`config.mk`:
```
export PLATFORM = sky130hd
export DESIGN_NAME = fiber_mem_arbiter_flat
export DESIGN_NICKNAME = d
export VERILOG_FILES = /design/src/rtl/fiber_mem_arbiter_if.sv /design/src/rtl/fiber_mem_arbiter.sv /design/src/flat_wrapper.sv
export SDC_FILE = /design/constraint.sdc
export NUM_CORES = 1
export LEC_CHECK = 0
export BUFFER_PORTS_ARGS = -buffer_cell sky130_fd_sc_hd__buf_2
export CORE_ASPECT_RATIO = 1.25
export CORE_MARGIN = 2
export CORE_UTILIZATION = 23
export DETAILED_ROUTE_END_ITERATION = 7
export PLACE_DENSITY = 0.53
export SYNTH_ARGS = -nofsm -noshare
export SYNTH_HDL_FRONTEND = slang
export SYNTH_SLANG_ARGS = --single-unit
```
`constraint.sdc`:
```
create_clock -name clk -period 3.6 [get_ports clk]
set_input_delay 0.18 -clock clk [delete_from_list [all_inputs] [get_ports clk]]
set_output_delay 0.18 -clock clk [all_outputs]
set_load 0.005 [all_outputs]
```
`src/rtl/fiber_mem_arbiter_if.sv`:
```
// fiber_mem_arbiter_if: write/read requester, read-response and SRAM-pin bundle.
// The arbiter connects via the slave modport; the requesters and SRAM side use master.
interface fiber_mem_arbiter_if #(
    parameter int ADDR_W = 9,
    parameter int DATA_W = 64
);
    logic [ADDR_W-1:0] wr_addr;
    logic [DATA_W-1:0] wr_data;
    logic              wr_valid;
    logic              wr_ready;
    logic [ADDR_W-1:0] rd_addr;
    logic              rd_valid;
    logic              rd_ready;
    logic [DATA_W-1:0] rd_data;
    logic              rd_data_valid;
    logic              rd_data_ready;
    logic [ADDR_W-1:0] addr_to_mem;
    logic [DATA_W-1:0] data_to_mem;
    logic              wen_to_mem;
    logic              ren_to_mem;
    logic [DATA_W-1:0] data_from_mem;

    modport slave (
        input  wr_addr, wr_data, wr_valid, rd_addr, rd_valid, rd_data_ready, data_from_mem,
        output wr_ready, rd_ready, rd_data, rd_data_valid, addr_to_mem, data_to_mem,
               wen_to_mem, ren_to_mem
    );

    modport master (
        output wr_addr, wr_data, wr_valid, rd_addr, rd_valid, rd_data_ready, data_from_mem,
        input  wr_ready, rd_ready, rd_data, rd_data_valid, addr_to_mem, data_to_mem,
               wen_to_mem, ren_to_mem
    );
endinterface

```
`src/rtl/fiber_mem_arbiter.sv`:
```
// fiber_mem_arbiter: single-port SRAM arbiter (write vs read) with a 2-entry credited read-response FIFO.
// Define FIBER_MEM_ARB_WR_PRIO_EN to make writes win every conflict instead of round-robin.
module fiber_mem_arbiter #(
    parameter int ADDR_W = 9,
    parameter int DATA_W = 64
) (
    input  logic               clk,
    input  logic               rst_n,
    input  logic               clk_en,
    input  logic               flush,
    fiber_mem_arbiter_if.slave bus
);
    typedef enum logic {GNT_WR = 1'b0, GNT_RD = 1'b1} grant_e;

    grant_e            last_grant_q, last_grant_d;
    logic              inflight_q, inflight_d;
    logic [1:0]        count_q, count_d;
    logic [DATA_W-1:0] head_q, head_d, tail_q, tail_d;
    logic              active, rd_req, wr_req, wr_wins, gnt_wr, gnt_rd, push, pop;

    always_comb begin
        active  = rst_n & clk_en & ~flush;
        // a read is only issued when a FIFO slot is guaranteed for its data
        rd_req  = active & bus.rd_valid & (({1'b0, count_q} + {2'b0, inflight_q}) < 3'd2);
        wr_req  = active & bus.wr_valid;
`ifdef FIBER_MEM_ARB_WR_PRIO_EN
        wr_wins = 1'b1;
`else
        wr_wins = (last_grant_q == GNT_RD);
`endif
        gnt_wr  = wr_req & (~rd_req | wr_wins);
        gnt_rd  = rd_req & ~gnt_wr;
        push    = active & inflight_q;
        pop     = active & bus.rd_data_ready & (count_q != 2'd0);
    end

    assign bus.wr_ready      = gnt_wr;
    assign bus.rd_ready      = gnt_rd;
    assign bus.wen_to_mem    = gnt_wr;
    assign bus.ren_to_mem    = gnt_rd;
    assign bus.addr_to_mem   = gnt_wr ? bus.wr_addr : gnt_rd ? bus.rd_addr : {ADDR_W{1'b0}};
    assign bus.data_to_mem   = gnt_wr ? bus.wr_data : {DATA_W{1'b0}};
    assign bus.rd_data       = head_q;
    assign bus.rd_data_valid = (count_q != 2'd0);

    always_comb begin
        last_grant_d = last_grant_q;
        inflight_d   = inflight_q;
        count_d      = count_q;
        head_d       = head_q;
        tail_d       = tail_q;
        if (clk_en && flush) begin
            last_grant_d = GNT_RD;
            inflight_d   = 1'b0;
            count_d      = 2'd0;
        end else if (clk_en) begin
            last_grant_d = gnt_wr ? GNT_WR : gnt_rd ? GNT_RD : last_grant_q;
            inflight_d   = gnt_rd;
            count_d      = count_q + {1'b0, push} - {1'b0, pop};
            // head shifts from tail on pop, or takes the returning word when it lands at the front
            head_d       = pop ? ((count_q == 2'd2) ? tail_q : bus.data_from_mem)
                               : ((count_q == 2'd0) && push) ? bus.data_from_mem : head_q;
            tail_d       = (push && (((count_q == 2'd1) && !pop) || ((count_q == 2'd2) && pop)))
                           ? bus.data_from_mem : tail_q;
        end
    end

    always_ff @(posedge clk or negedge rst_n) begin
        if (!rst_n) begin
            last_grant_q <= GNT_RD;
            inflight_q   <= 1'b0;
            count_q      <= 2'd0;
            head_q       <= {DATA_W{1'b0}};
            tail_q       <= {DATA_W{1'b0}};
        end else begin
            last_grant_q <= last_grant_d;
            inflight_q   <= inflight_d;
            count_q      <= count_d;
            head_q       <= head_d;
            tail_q       <= tail_d;
        end
    end
endmodule

```
`src/flat_wrapper.sv`:
```
// flat-port wrapper written by rule: the top's interface ports become plain ports
module fiber_mem_arbiter_flat 
#(
    parameter int ADDR_W = 9,
    parameter int DATA_W = 64
)
  (clk, rst_n, clk_en, flush, bus_wr_addr, bus_wr_data, bus_wr_valid, bus_rd_addr, bus_rd_valid, bus_rd_data_ready, bus_data_from_mem, bus_wr_ready, bus_rd_ready, bus_rd_data, bus_rd_data_valid, bus_addr_to_mem, bus_data_to_mem, bus_wen_to_mem, bus_ren_to_mem);
  fiber_mem_arbiter_if #(.ADDR_W(ADDR_W), .DATA_W(DATA_W)) bus_i ();
  input  logic clk;
  input  logic rst_n;
  input  logic clk_en;
  input  logic flush;
  input wire logic [$bits(bus_i.wr_addr)-1:0] bus_wr_addr;
  input wire logic [$bits(bus_i.wr_data)-1:0] bus_wr_data;
  input wire logic [$bits(bus_i.wr_valid)-1:0] bus_wr_valid;
  input wire logic [$bits(bus_i.rd_addr)-1:0] bus_rd_addr;
  input wire logic [$bits(bus_i.rd_valid)-1:0] bus_rd_valid;
  input wire logic [$bits(bus_i.rd_data_ready)-1:0] bus_rd_data_ready;
  input wire logic [$bits(bus_i.data_from_mem)-1:0] bus_data_from_mem;
  output wire logic [$bits(bus_i.wr_ready)-1:0] bus_wr_ready;
  output wire logic [$bits(bus_i.rd_ready)-1:0] bus_rd_ready;
  output wire logic [$bits(bus_i.rd_data)-1:0] bus_rd_data;
  output wire logic [$bits(bus_i.rd_data_valid)-1:0] bus_rd_data_valid;
  output wire logic [$bits(bus_i.addr_to_mem)-1:0] bus_addr_to_mem;
  output wire logic [$bits(bus_i.data_to_mem)-1:0] bus_data_to_mem;
  output wire logic [$bits(bus_i.wen_to_mem)-1:0] bus_wen_to_mem;
  output wire logic [$bits(bus_i.ren_to_mem)-1:0] bus_ren_to_mem;
  assign bus_i.wr_addr = bus_wr_addr;
  assign bus_i.wr_data = bus_wr_data;
  assign bus_i.wr_valid = bus_wr_valid;
  assign bus_i.rd_addr = bus_rd_addr;
  assign bus_i.rd_valid = bus_rd_valid;
  assign bus_i.rd_data_ready = bus_rd_data_ready;
  assign bus_i.data_from_mem = bus_data_from_mem;
  assign bus_wr_ready = bus_i.wr_ready;
  assign bus_rd_ready = bus_i.rd_ready;
  assign bus_rd_data = bus_i.rd_data;
  assign bus_rd_data_valid = bus_i.rd_data_valid;
  assign bus_addr_to_mem = bus_i.addr_to_mem;
  assign bus_data_to_mem = bus_i.data_to_mem;
  assign bus_wen_to_mem = bus_i.wen_to_mem;
  assign bus_ren_to_mem = bus_i.ren_to_mem;
  fiber_mem_arbiter #(.ADDR_W(ADDR_W), .DATA_W(DATA_W)) u_core (.clk(clk), .rst_n(rst_n), .clk_en(clk_en), .flush(flush), .bus(bus_i));
endmodule
```
==> flow_metrics.py <==
metrics = {
    "critical_path": {
        "cp-end-kind": "output pin",
        "critPathLaunch": "rst_n",
        "start_kind": "input port",
        "cp.arrival_ns": 2.61,
        "criticalPathCategory": "input port to output pin",
        "critPathMaxFanout": 66,
        "cp_data_required_time_ns": 3.42,
        "r2r_start": "u_core.count_q[1]$_DFFE_PN0P_",
    },
    "sta": {
        "setup_ws_ns": 0.8073,
        "hold_violations": 0,
        "min_period_ns": 2.793,
        "rsz0062_at_grt": "false",
        "tns_ns": 0,
        "worst_pin_slew_ns": 1.044,
        "whs_ns": 0.02385,
        "setup_viol": 0,
        "period_share_pct": 77.57,
        "slew_headroom_pct": 30.43,
        "fmax_mhz": 358.1,
        "finalMaxSlewViolations": 0,
        "clock-skew-final_ns": 0.01510,
    },
    "yosys": {
        "synth_edf_count": 0,
        "synth.avg_cell_area_um2": 13.81,
        "netlist_area_mm2": 0.006725,
        "syn_inst": 487,
        "synthTopCellsByArea": "dfrtp_1, mux2_2, mux2_4, and2_1, o311ai_0",
        "synth_common_cells": "mux2_2, dfrtp_1, and2_1, mux2_4, clkbuf_1",
        "synth-seq-area-share_pct": 49.13,
        "synth_top_cell_area_share_pct": 48.74,
        "yosys.area.top_type": "dfrtp_1",
        "synth_cell_types": 31,
        "ys_ff_latch": 132,
        "yosysMostFrequentCell": "mux2_2",
        "yosys_most_used_dff": "dfrtp_1",
        "ys_warn_count": 0,
        "synthArstFlopShare_pct": 100.0,
        "syn_nets": 642,
    },
    "flow_run": {
        "drv_cap": 0,
    },
    "floorplan": {
        "die_height_um": 195.2,
        "num_rows": 70,
        "ioPinCount": 295,
        "die_area_mm2": 0.03063,
        "die_w_um": 156.9,
        "initial_core_util_pct": 23.20,
        "core_mm2": 0.02899,
    },
    "drt": {
        "routed_via_density": 4.206,
        "routed-via-count": 5203,
        "ant_nets": 0,
        "drtIter0Drc": 187,
        "wirelength_um": 21040,
        "drc": 0,
        "wl_per_cell_um": 17.00,
        "first_pass_iters": 4,
    },
    "cts": {
        "post_cts_buffers": 0,
        "cts_tree": "yes",
        "cts.sink_count": 132,
        "clkTransAtPathRegs_ns": 0.06,
        "max-clock-path-buffers": 2,
        "cts-buffers-inserted": 17,
        "clock_latency_ns": 0.42,
        "htreeDepth": 4,
        "cts_root_buf": "clkbuf_16",
    },
    "global_route": {
        "overflow": 0,
        "top_usage_layer": "met2",
        "grt_use_met1_pct": 15.75,
        "antenna_found_initial": 1,
        "grt_max_degree": 79,
        "grt_pass1_vias": 5528,
        "grt_pass1_wl_um": 31770,
        "grt_use_met2_pct": 24.56,
        "grt_use_total_pct": 13.83,
        "met3_usage_pct": 3.285,
    },
    "power_and_ir_drop": {
        "power_mw": 4.599,
        "power_density_mw_per_mm2": 468.9,
        "p_leak_nw": 5.172,
        "ir_drop_v": 0.0003188,
    },
    "finish": {
        "multi_input_area_mm2": 0.003211,
        "syn2layout_area_growth_pct": 45.86,
        "fin_util_pct": 33.84,
        "drive_above_1_share_pct": 63.33,
        "n_fill_cell": 2936,
        "layoutNonFillerInstCount": 1237,
        "final_nets": 982,
        "postLayoutCellArea_mm2": 0.009809,
        "seq_area_mm2": 0.003304,
    },
    "place": {
        "place.port_buffers": 294,
        "place_inst": 1148,
        "dp_hpwl_um": 15110,
        "pre_cts_ws_ns": 1.225,
        "dpl_cell_area_mm2": 0.008579,
        "finalWeightedCongestion": 0.8549,
    },
    "outcome": {
        "status": "completed",
    },
    "min_path": {
        "holdCritPathClass": "input port to flip-flop",
        "min_from": "bus_data_from_mem[57]",
    },
}
[power by group]
part           switching (mW)  internal (mW)
logic                   0.309          0.467
clock network           0.724           1.25
registers               0.131           1.72
total                    1.16           3.44
[flip-flops by register name (all words and copies together) (netlist names)]
signal	flops
u_core.bus.rd_data	64
u_core.last_grant_q	1
u_core.count_q	2
u_core.inflight_q	1
u_core.tail_q	64
[worst max-delay path, stage by stage]
cell and delay (ns):
dlygate4sd3_1 0.56, buf_6 0.19, nand3b_2 0.37, a311oi_4 0.37
buf_4 0.46, and2_1 0.31, buf_2 0.15
[metal layers]
layer  wire length [um]  vias up
li1                   -     2409
met1               8389     2539
met2              10730      231
met3               1290       24
met4                626        0
met5                  0        -
[what timing repair did]
item,4_1_cts,5_1_grt
hold buffers,56,0
endpoints found under the hold margin,67,0
resized for setup,0,0
[worst paths after layout]
check                      cells past startpoint  slack [ns]                                 end
setup / recovery                               7        0.81                 bus_data_to_mem[19]
setup reg to reg                               4        1.21       u_core.tail_q[16]$_DFFE_PN0P_
hold / removal                                 2        0.02       u_core.tail_q[57]$_DFFE_PN0P_
max in group asynchronous                      3        2.19       u_core.tail_q[12]$_DFFE_PN0P_
min in group asynchronous                      2        0.16  u_core.bus.rd_data[36]$_DFFE_PN0P_
hold reg to reg                                1        0.50  u_core.bus.rd_data[35]$_DFFE_PN0P_
[final cells by class]
cell class | instances | share of cell area, %
timing repair buffer | 358 | 21.52
clock inverter | 15 | 2.462
clock buffer | 17 | 4.337
inverter | 5 | 0.1913
multi-input combinational | 313 | 32.73
sequential | 132 | 33.69
antenna | 1 | 0.02551
tap | 396 | 5.051
[logic make-up (layout without fill, tap and decap cells)]
family	count (synthesis)	in the layout	synth area share, %
multiplexers	192	192	35.50
flip-flops	132	132	49.13
AND/OR/NAND/NOR	90	90	8.335
buffers and inverters	42	395	3.628
AO/OA/AOI/OAI	28	28	2.902
adder cells (fa/ha/maj)	2	2	0.3720
XOR/XNOR	1	1	0.1303
other	0	1	0
[placed cells by master, fill, tap and decap left out, types with 3 or more instances in the layout]
cell             n
mux2_2         132
inv_6            4
a21oi_1          9
bufinv_16        5
clkinv_4         3
dfrtp_1        131
mux2_4          60
dlygate4sd3_1   56
and2_1          65
inv_1            5
buf_2          293
nand4_1          9
o311ai_0         9
o21ai_0          3
buf_4            7
nor2_1           4
clkbuf_16       17
Note: power is estimated with default switching activity, not from simulation.
